$ cat config.mk
export PLATFORM = sky130hd
export DESIGN_NAME = host_cfg_arbiter
export DESIGN_NICKNAME = d
export VERILOG_FILES = /design/src/rtl/host_cfg_arbiter.sv
export SDC_FILE = /design/constraint.sdc
export NUM_CORES = 1
export LEC_CHECK = 0
export BUFFER_PORTS_ARGS = -buffer_cell sky130_fd_sc_hd__clkbuf_2
export CAP_MARGIN = 40
export CORE_MARGIN = 10
export CORE_UTILIZATION = 45
export CTS_BUF_LIST = sky130_fd_sc_hd__clkbuf_4 sky130_fd_sc_hd__clkbuf_8 sky130_fd_sc_hd__clkbuf_16
export DETAILED_ROUTE_END_ITERATION = 10
export GPL_TIMING_DRIVEN = 1
export PLACE_DENSITY = 0.64
export SYNTH_ARGS = -nofsm -noshare
export SYNTH_HDL_FRONTEND = slang
export SYNTH_SLANG_ARGS = --single-unit
$ cat constraint.sdc
create_clock -name clk -period 3.15 [get_ports clk]
set_input_delay 0.63 -clock clk [delete_from_list [all_inputs] [get_ports clk]]
set_output_delay 0.63 -clock clk [all_outputs]
set_load 0.01 [all_outputs]
$ cat src/rtl/host_cfg_arbiter.sv
// Host-interface configuration register bank shared by two requesters under
// round-robin arbitration; host_mode writes wait for the host interface to idle.
module host_cfg_arbiter #(
  parameter logic [1:0]  DEF_HOST_MODE = 2'b00,
  parameter logic [31:0] DEF_BAUD_NCO  = 32'h0000_0000,
  parameter logic [7:0]  VERSION_VALUE = 8'h10,
  parameter int unsigned MODE_TIMEOUT  = 1024
) (
  input  logic        clk,
  input  logic        reset_n,
  input  logic        a_req,
  input  logic        a_we,
  input  logic [7:0]  a_addr,
  input  logic [7:0]  a_wdata,
  output logic        a_ack,
  output logic [7:0]  a_rdata,
  input  logic        b_req,
  input  logic        b_we,
  input  logic [7:0]  b_addr,
  input  logic [7:0]  b_wdata,
  output logic        b_ack,
  output logic [7:0]  b_rdata,
  input  logic        host_idle,
  output logic [1:0]  host_mode,
  output logic        inactive_io,
  output logic        unused_io,
  output logic        miso_edge,
  output logic [3:0]  stop_bit,
  output logic        flow_control,
  output logic [31:0] baud_nco,
  output logic        mode_change,
  output logic        mode_forced,
  output logic        busy
);
  localparam int unsigned CW = $clog2(MODE_TIMEOUT);

  typedef enum logic [1:0] {IDLE, ACCESS, MODE_WAIT, ACK} state_t;

  state_t        state_q, state_d;
  logic          gnt_b_q, gnt_b_d;
  logic          last_b_q, last_b_d;
  logic          we_q, we_d;
  logic [7:0]    addr_q, addr_d;
  logic [7:0]    wdata_q, wdata_d;
  logic [1:0]    pend_q, pend_d;
  logic [CW-1:0] cnt_q, cnt_d;
  logic [1:0]    mode_q, mode_d;
  logic [2:0]    io_q, io_d;
  logic [4:0]    uart_q, uart_d;
  logic [31:0]   shadow_q, shadow_d;
  logic [31:0]   baud_q, baud_d;
  logic [7:0]    rdata_q, rdata_d;
  logic          chg_q, chg_d;
  logic          frc_q, frc_d;
  logic [7:0]    rd_mux;
  logic          pick_b;

  always_comb begin
    rd_mux = '0;
    case (addr_q)
      8'h00:   rd_mux = VERSION_VALUE;
      8'h01:   rd_mux = {6'b0, mode_q};
      8'h02:   rd_mux = {5'b0, io_q};
      8'h03:   rd_mux = {3'b0, uart_q};
      8'h04:   rd_mux = baud_q[7:0];
      8'h05:   rd_mux = baud_q[15:8];
      8'h06:   rd_mux = baud_q[23:16];
      8'h07:   rd_mux = baud_q[31:24];
      default: rd_mux = '0;
    endcase
  end

  // With both requesting, last_b_q selects the port that was not served last.
  assign pick_b = b_req && (!a_req || !last_b_q);

  always_comb begin
    state_d  = state_q;
    gnt_b_d  = gnt_b_q;
    last_b_d = last_b_q;
    we_d     = we_q;
    addr_d   = addr_q;
    wdata_d  = wdata_q;
    pend_d   = pend_q;
    cnt_d    = cnt_q;
    mode_d   = mode_q;
    io_d     = io_q;
    uart_d   = uart_q;
    shadow_d = shadow_q;
    baud_d   = baud_q;
    rdata_d  = rdata_q;
    chg_d    = 1'b0;
    frc_d    = 1'b0;
    case (state_q)
      IDLE: begin
        if (a_req || b_req) begin
          gnt_b_d  = pick_b;
          last_b_d = pick_b;
          we_d     = pick_b ? b_we    : a_we;
          addr_d   = pick_b ? b_addr  : a_addr;
          wdata_d  = pick_b ? b_wdata : a_wdata;
          state_d  = ACCESS;
        end
      end
      ACCESS: begin
        rdata_d = we_q ? '0 : rd_mux;
        state_d = ACK;
        if (we_q) begin
          case (addr_q)
            8'h01: begin
              pend_d  = wdata_q[1:0];
              cnt_d   = '0;
              state_d = MODE_WAIT;
            end
            8'h02: io_d   = wdata_q[2:0];
            8'h03: uart_d = wdata_q[4:0];
            8'h04: shadow_d[7:0]   = wdata_q;
            8'h05: shadow_d[15:8]  = wdata_q;
            8'h06: shadow_d[23:16] = wdata_q;
            8'h07: begin
              shadow_d[31:24] = wdata_q;
              baud_d          = {wdata_q, shadow_q[23:0]};
            end
            default: ;
          endcase
        end
      end
      MODE_WAIT: begin
        cnt_d = cnt_q + CW'(1);
        if (host_idle) begin
          mode_d  = pend_q;
          chg_d   = 1'b1;
          state_d = ACK;
        end else if (cnt_q == CW'(MODE_TIMEOUT - 1)) begin
          mode_d  = pend_q;
          chg_d   = 1'b1;
          frc_d   = 1'b1;
          state_d = ACK;
        end
      end
      ACK:     state_d = IDLE;
      default: state_d = IDLE;
    endcase
  end

  always_ff @(posedge clk or negedge reset_n) begin
    if (!reset_n) begin
      state_q  <= IDLE;
      gnt_b_q  <= 1'b0;
      last_b_q <= 1'b1;
      we_q     <= 1'b0;
      addr_q   <= '0;
      wdata_q  <= '0;
      pend_q   <= '0;
      cnt_q    <= '0;
      mode_q   <= DEF_HOST_MODE;
      io_q     <= '0;
      uart_q   <= '0;
      shadow_q <= DEF_BAUD_NCO;
      baud_q   <= DEF_BAUD_NCO;
      rdata_q  <= '0;
      chg_q    <= 1'b0;
      frc_q    <= 1'b0;
    end else begin
      state_q  <= state_d;
      gnt_b_q  <= gnt_b_d;
      last_b_q <= last_b_d;
      we_q     <= we_d;
      addr_q   <= addr_d;
      wdata_q  <= wdata_d;
      pend_q   <= pend_d;
      cnt_q    <= cnt_d;
      mode_q   <= mode_d;
      io_q     <= io_d;
      uart_q   <= uart_d;
      shadow_q <= shadow_d;
      baud_q   <= baud_d;
      rdata_q  <= rdata_d;
      chg_q    <= chg_d;
      frc_q    <= frc_d;
    end
  end

  assign a_ack        = (state_q == ACK) && !gnt_b_q;
  assign b_ack        = (state_q == ACK) &&  gnt_b_q;
  assign a_rdata      = a_ack ? rdata_q : '0;
  assign b_rdata      = b_ack ? rdata_q : '0;
  assign host_mode    = mode_q;
  assign inactive_io  = io_q[0];
  assign unused_io    = io_q[1];
  assign miso_edge    = io_q[2];
  assign stop_bit     = uart_q[3:0];
  assign flow_control = uart_q[4];
  assign baud_nco     = baud_q;
  assign mode_change  = chg_q;
  assign mode_forced  = frc_q;
  assign busy         = (state_q != IDLE);
endmodule
==> summary.txt <==
Drt
  – Total Wirelength: 12100 microns
  – Number of remaining DRC errors: 0
  – Vias/cell: 5.38
  – DR iter-0 viols: 175
  – DRT Pass-1 Iters: 4
  – Post-route ant nets: 0
  – Vias: 3521
  – Routed wire per std cell: 18.5 microns

Run
  – Max_cap viols: 0

Synthesis
  – Synth Flop Type: dfrtp_1
  – Post-synthesis cell type with the largest combined area: dfrtp_1
  – Synth Instances: 410
  – Mapped Nets: 454
  – Yosys warns: 0
  – Top post-synthesis cells by area: dfrtp_1 53%, mux2_2 15%, mux2i_1 5.9%
  – Seq/Total Area, Yosys: 53.9%
  – Post-Syn Area: 5060 sq um
  – Post-synth cell types: 47
  – Syn avg cell area: 12.4 sq um
  – Flops & latches, synth: 109
  – Yosys top cell area share: 53.4%
  – Post-synth EDFFs: 0
  – Async SR Flop Fraction: 100%

Timing
  – Worst-Margin Slew: 0.582 ns
  – Final clock skew: 0.00873 ns
  – Fmax: 380 MHz
  – Final Hold Vio Count: 0
  – Post-route setup TNS: 0 ns
  – Final worst-path cycle share: 83.5%
  – Setup ws final: 0.519 ns
  – Slew Viols, Final: 0
  – Final-report setup violation count: 0
  – Final worst path period need: 2.63 ns
  – RSZ-0062 raised after global routing: no
  – Slew headroom: 61.2%

Place
  – HPWL Detailed: 9230 microns
  – Setup WS pre-CTS: 0.504 ns
  – Placed insts: 638
  – Routability cong.: 0.746
  – Port Buffers: 101

Power
  – Combinational Power Share: 24.3%
  – Sw Pwr: 1.43 mW
  – Switching share of power: 34.3%
  – Power, Total: 4.17 mW
  – P_int: 2.74 mW
  – Clk pwr share: 27.7%
  – Power density over cell area: 690 nW/um^2
  – P_leak: 3.04 nW
  – Reg power frac: 48.0%
  – Peak VDD IR: 0.281 mV

Clock tree
  – Worst skew pair latency: 0.35 ns
  – Reg clk slew, reported paths: 0.07 ns
  – H-tree Lvls: 3
  – Max Root-Sink Buffers: 2
  – Clock sink total: 109
  – Hold-fix buffers at CTS: 0
  – Gates resized, CTS repair: 0
  – Postcts setup bufs: 0
  – TritonCTS Buffers: 9
  – CTS tree: done
  – Clock root buffer: clkbuf_16

Layout
  – Non-filler cells, final: 654
  – Area Overhead vs Synth: 19.3%
  – Ant diodes: 0
  – Fillers: 942
  – Most frequent cells in the layout: 108 x dfrtp_1, 100 x clkbuf_2, 67 x mux2_2
  – Layout cells sized above 1: 40.5%
  – Commonest non-fill, non-tap cell in the layout: dfrtp_1
  – Final nets: 553

Worst setup path
  – Critical Path AT: 2.86 ns
  – CP Max Fanout: 8
  – WS Path Type: reg -> reg
  – Crit-path max cell delay: 0.64 ns
  – Crit end category: register
  – Slowest-stage cell, CP: or4_1
  – Required time of the worst setup path: 3.38 ns
  – Crit-path cells: or4_1 > or3_1 > nor3b_4 > mux2_2
  – CP Launch Type: register

Global route
  – Remaining Overflow, GRT: 0
  – First-pass GRT wire length: 20100 microns
  – GR Util met2: 25.8%
  – Busiest grt layer: met2
  – Met1 GRT Util: 19.1%
  – Number of global-route vias before repair: 3784
  – Total Routing Usage GR: 15.5%
  – Met3 Resource Use GR: 4.19%
  – Initial antenna violation count: 0
  – Largest net degree at the start of global routing: 68

Die
  – Die height: 126 microns
  – # IOs: 102
  – Core area: 10900 sq um
  – Row count: 38
  – Initial Util: 46.3%
  – Die ar.: 15900 sq um
  – Die outline width: 126 microns

Outcome
  – Status: finished clean

Hold path
  – Worst hold path class: in -> async
[cell usage after synthesis (all sizes together), types with 2 or more instances]
| cell | n |
|---|---|
| o21ai | 22 |
| nor3 | 6 |
| nand2b | 9 |
| nand3 | 7 |
| nand2 | 33 |
| clkbuf | 14 |
| a221oi | 2 |
| nor3b | 3 |
| a22o | 4 |
| or3 | 3 |
| nor2b | 3 |
| buf | 8 |
| inv | 10 |
| and2 | 10 |
| and3 | 10 |
| mux2 | 69 |
| nor2 | 9 |
| ha | 5 |
| nand4 | 2 |
| mux2i | 30 |
| dfrtp | 108 |
| mux4 | 5 |
| a21oi | 7 |
| a211oi | 4 |
| a32o | 2 |
| o2bb2ai | 10 |
| or4 | 3 |
[power by group through the flow]
stage	logic, mW	registers [mW]	clock network (mW)
floorplan	0.766	1.87	0
global placement	0.991	2.02	0
detailed placement	1.03	2.03	0
CTS	1.03	2.01	1.17
global route	1.16	2.05	1.23
finish	1.01	2.00	1.16
[path summary, 6_finish.rpt]
| path | from | end | slack [ns] | cells after the start |
|---|---|---|---|---|
| max | addr_q[3] | shadow_q[12] | 0.52 | 4 |
| min | reset_n | cnt_q[8] | 0.27 | 1 |
| max reg2reg | addr_q[3] | shadow_q[12] | 0.52 | 4 |
| min reg2reg | addr_q[5] | addr_q[5] | 0.48 | 2 |
| max in group asynchronous | reset_n | uart_q[3] | 2.14 | 2 |
| min in group clk | addr_q[5] | addr_q[5] | 0.48 | 2 |
[final cells by class]
class	instances	area [sq um]	area share [%]
Inverter	10	37.5	0.621
Clock buffer	9	225	3.73
Sequential cell	109	2730	45.1
Timing Repair Buffer	110	588	9.73
Clock inverter	7	81.3	1.35
Tap cell	140	175	2.90
Multi-Input combinational cell	269	2210	36.5
[state kept, by name, summed over array words and instances (netlist names)]
name / cells
state_q: 2
last_b_q: 1
wdata_q: 8
we_q: 1
uart_q: 5
rdata_q: 8
gnt_b_q: 1
mode_change: 1
cnt_q: 10
mode_forced: 1
host_mode: 2
addr_q: 8
pend_q: 2
shadow_q: 24
baud_nco: 32
io_q: 3
[critical path: cells and delay by family, from the launching register on]
kind	cells	cell delay [ns]
mux	1	0.40
simple gates	3	1.74
flops	1	0.38
[per-layer routing]
metal	vias up	wire, microns
met2	78	5860
met5	-	0
met3	13	626
li1	1686	-
met1	1744	5470
met4	0	134
[cell families (layout without fill, tap and decap cells)]
logic type | Yosys count | in the layout | synth area share (%)
AOI/OAI and AO/OA | 58 | 58 | 7.71
adders and majority gates | 5 | 5 | 1.24
buffers and inverters | 32 | 136 | 2.67
DFF | 109 | 109 | 53.9
muxes | 104 | 104 | 23.5
and+or+nand+nor | 102 | 102 | 11.0
[per-stage QoR]
stage	cell area, sq um	hold slack, ns	util, %
2_1_floorplan	5060	0.334	-
3_3_place_gp	5740	0.467	52.5
3_5_place_dp	5740	0.468	52.5
4_1_cts	6040	0.288	55.3
5_1_grt	6040	0.307	55.3
6_report	6040	0.265	55.3
(Power assumes the default switching activity.)
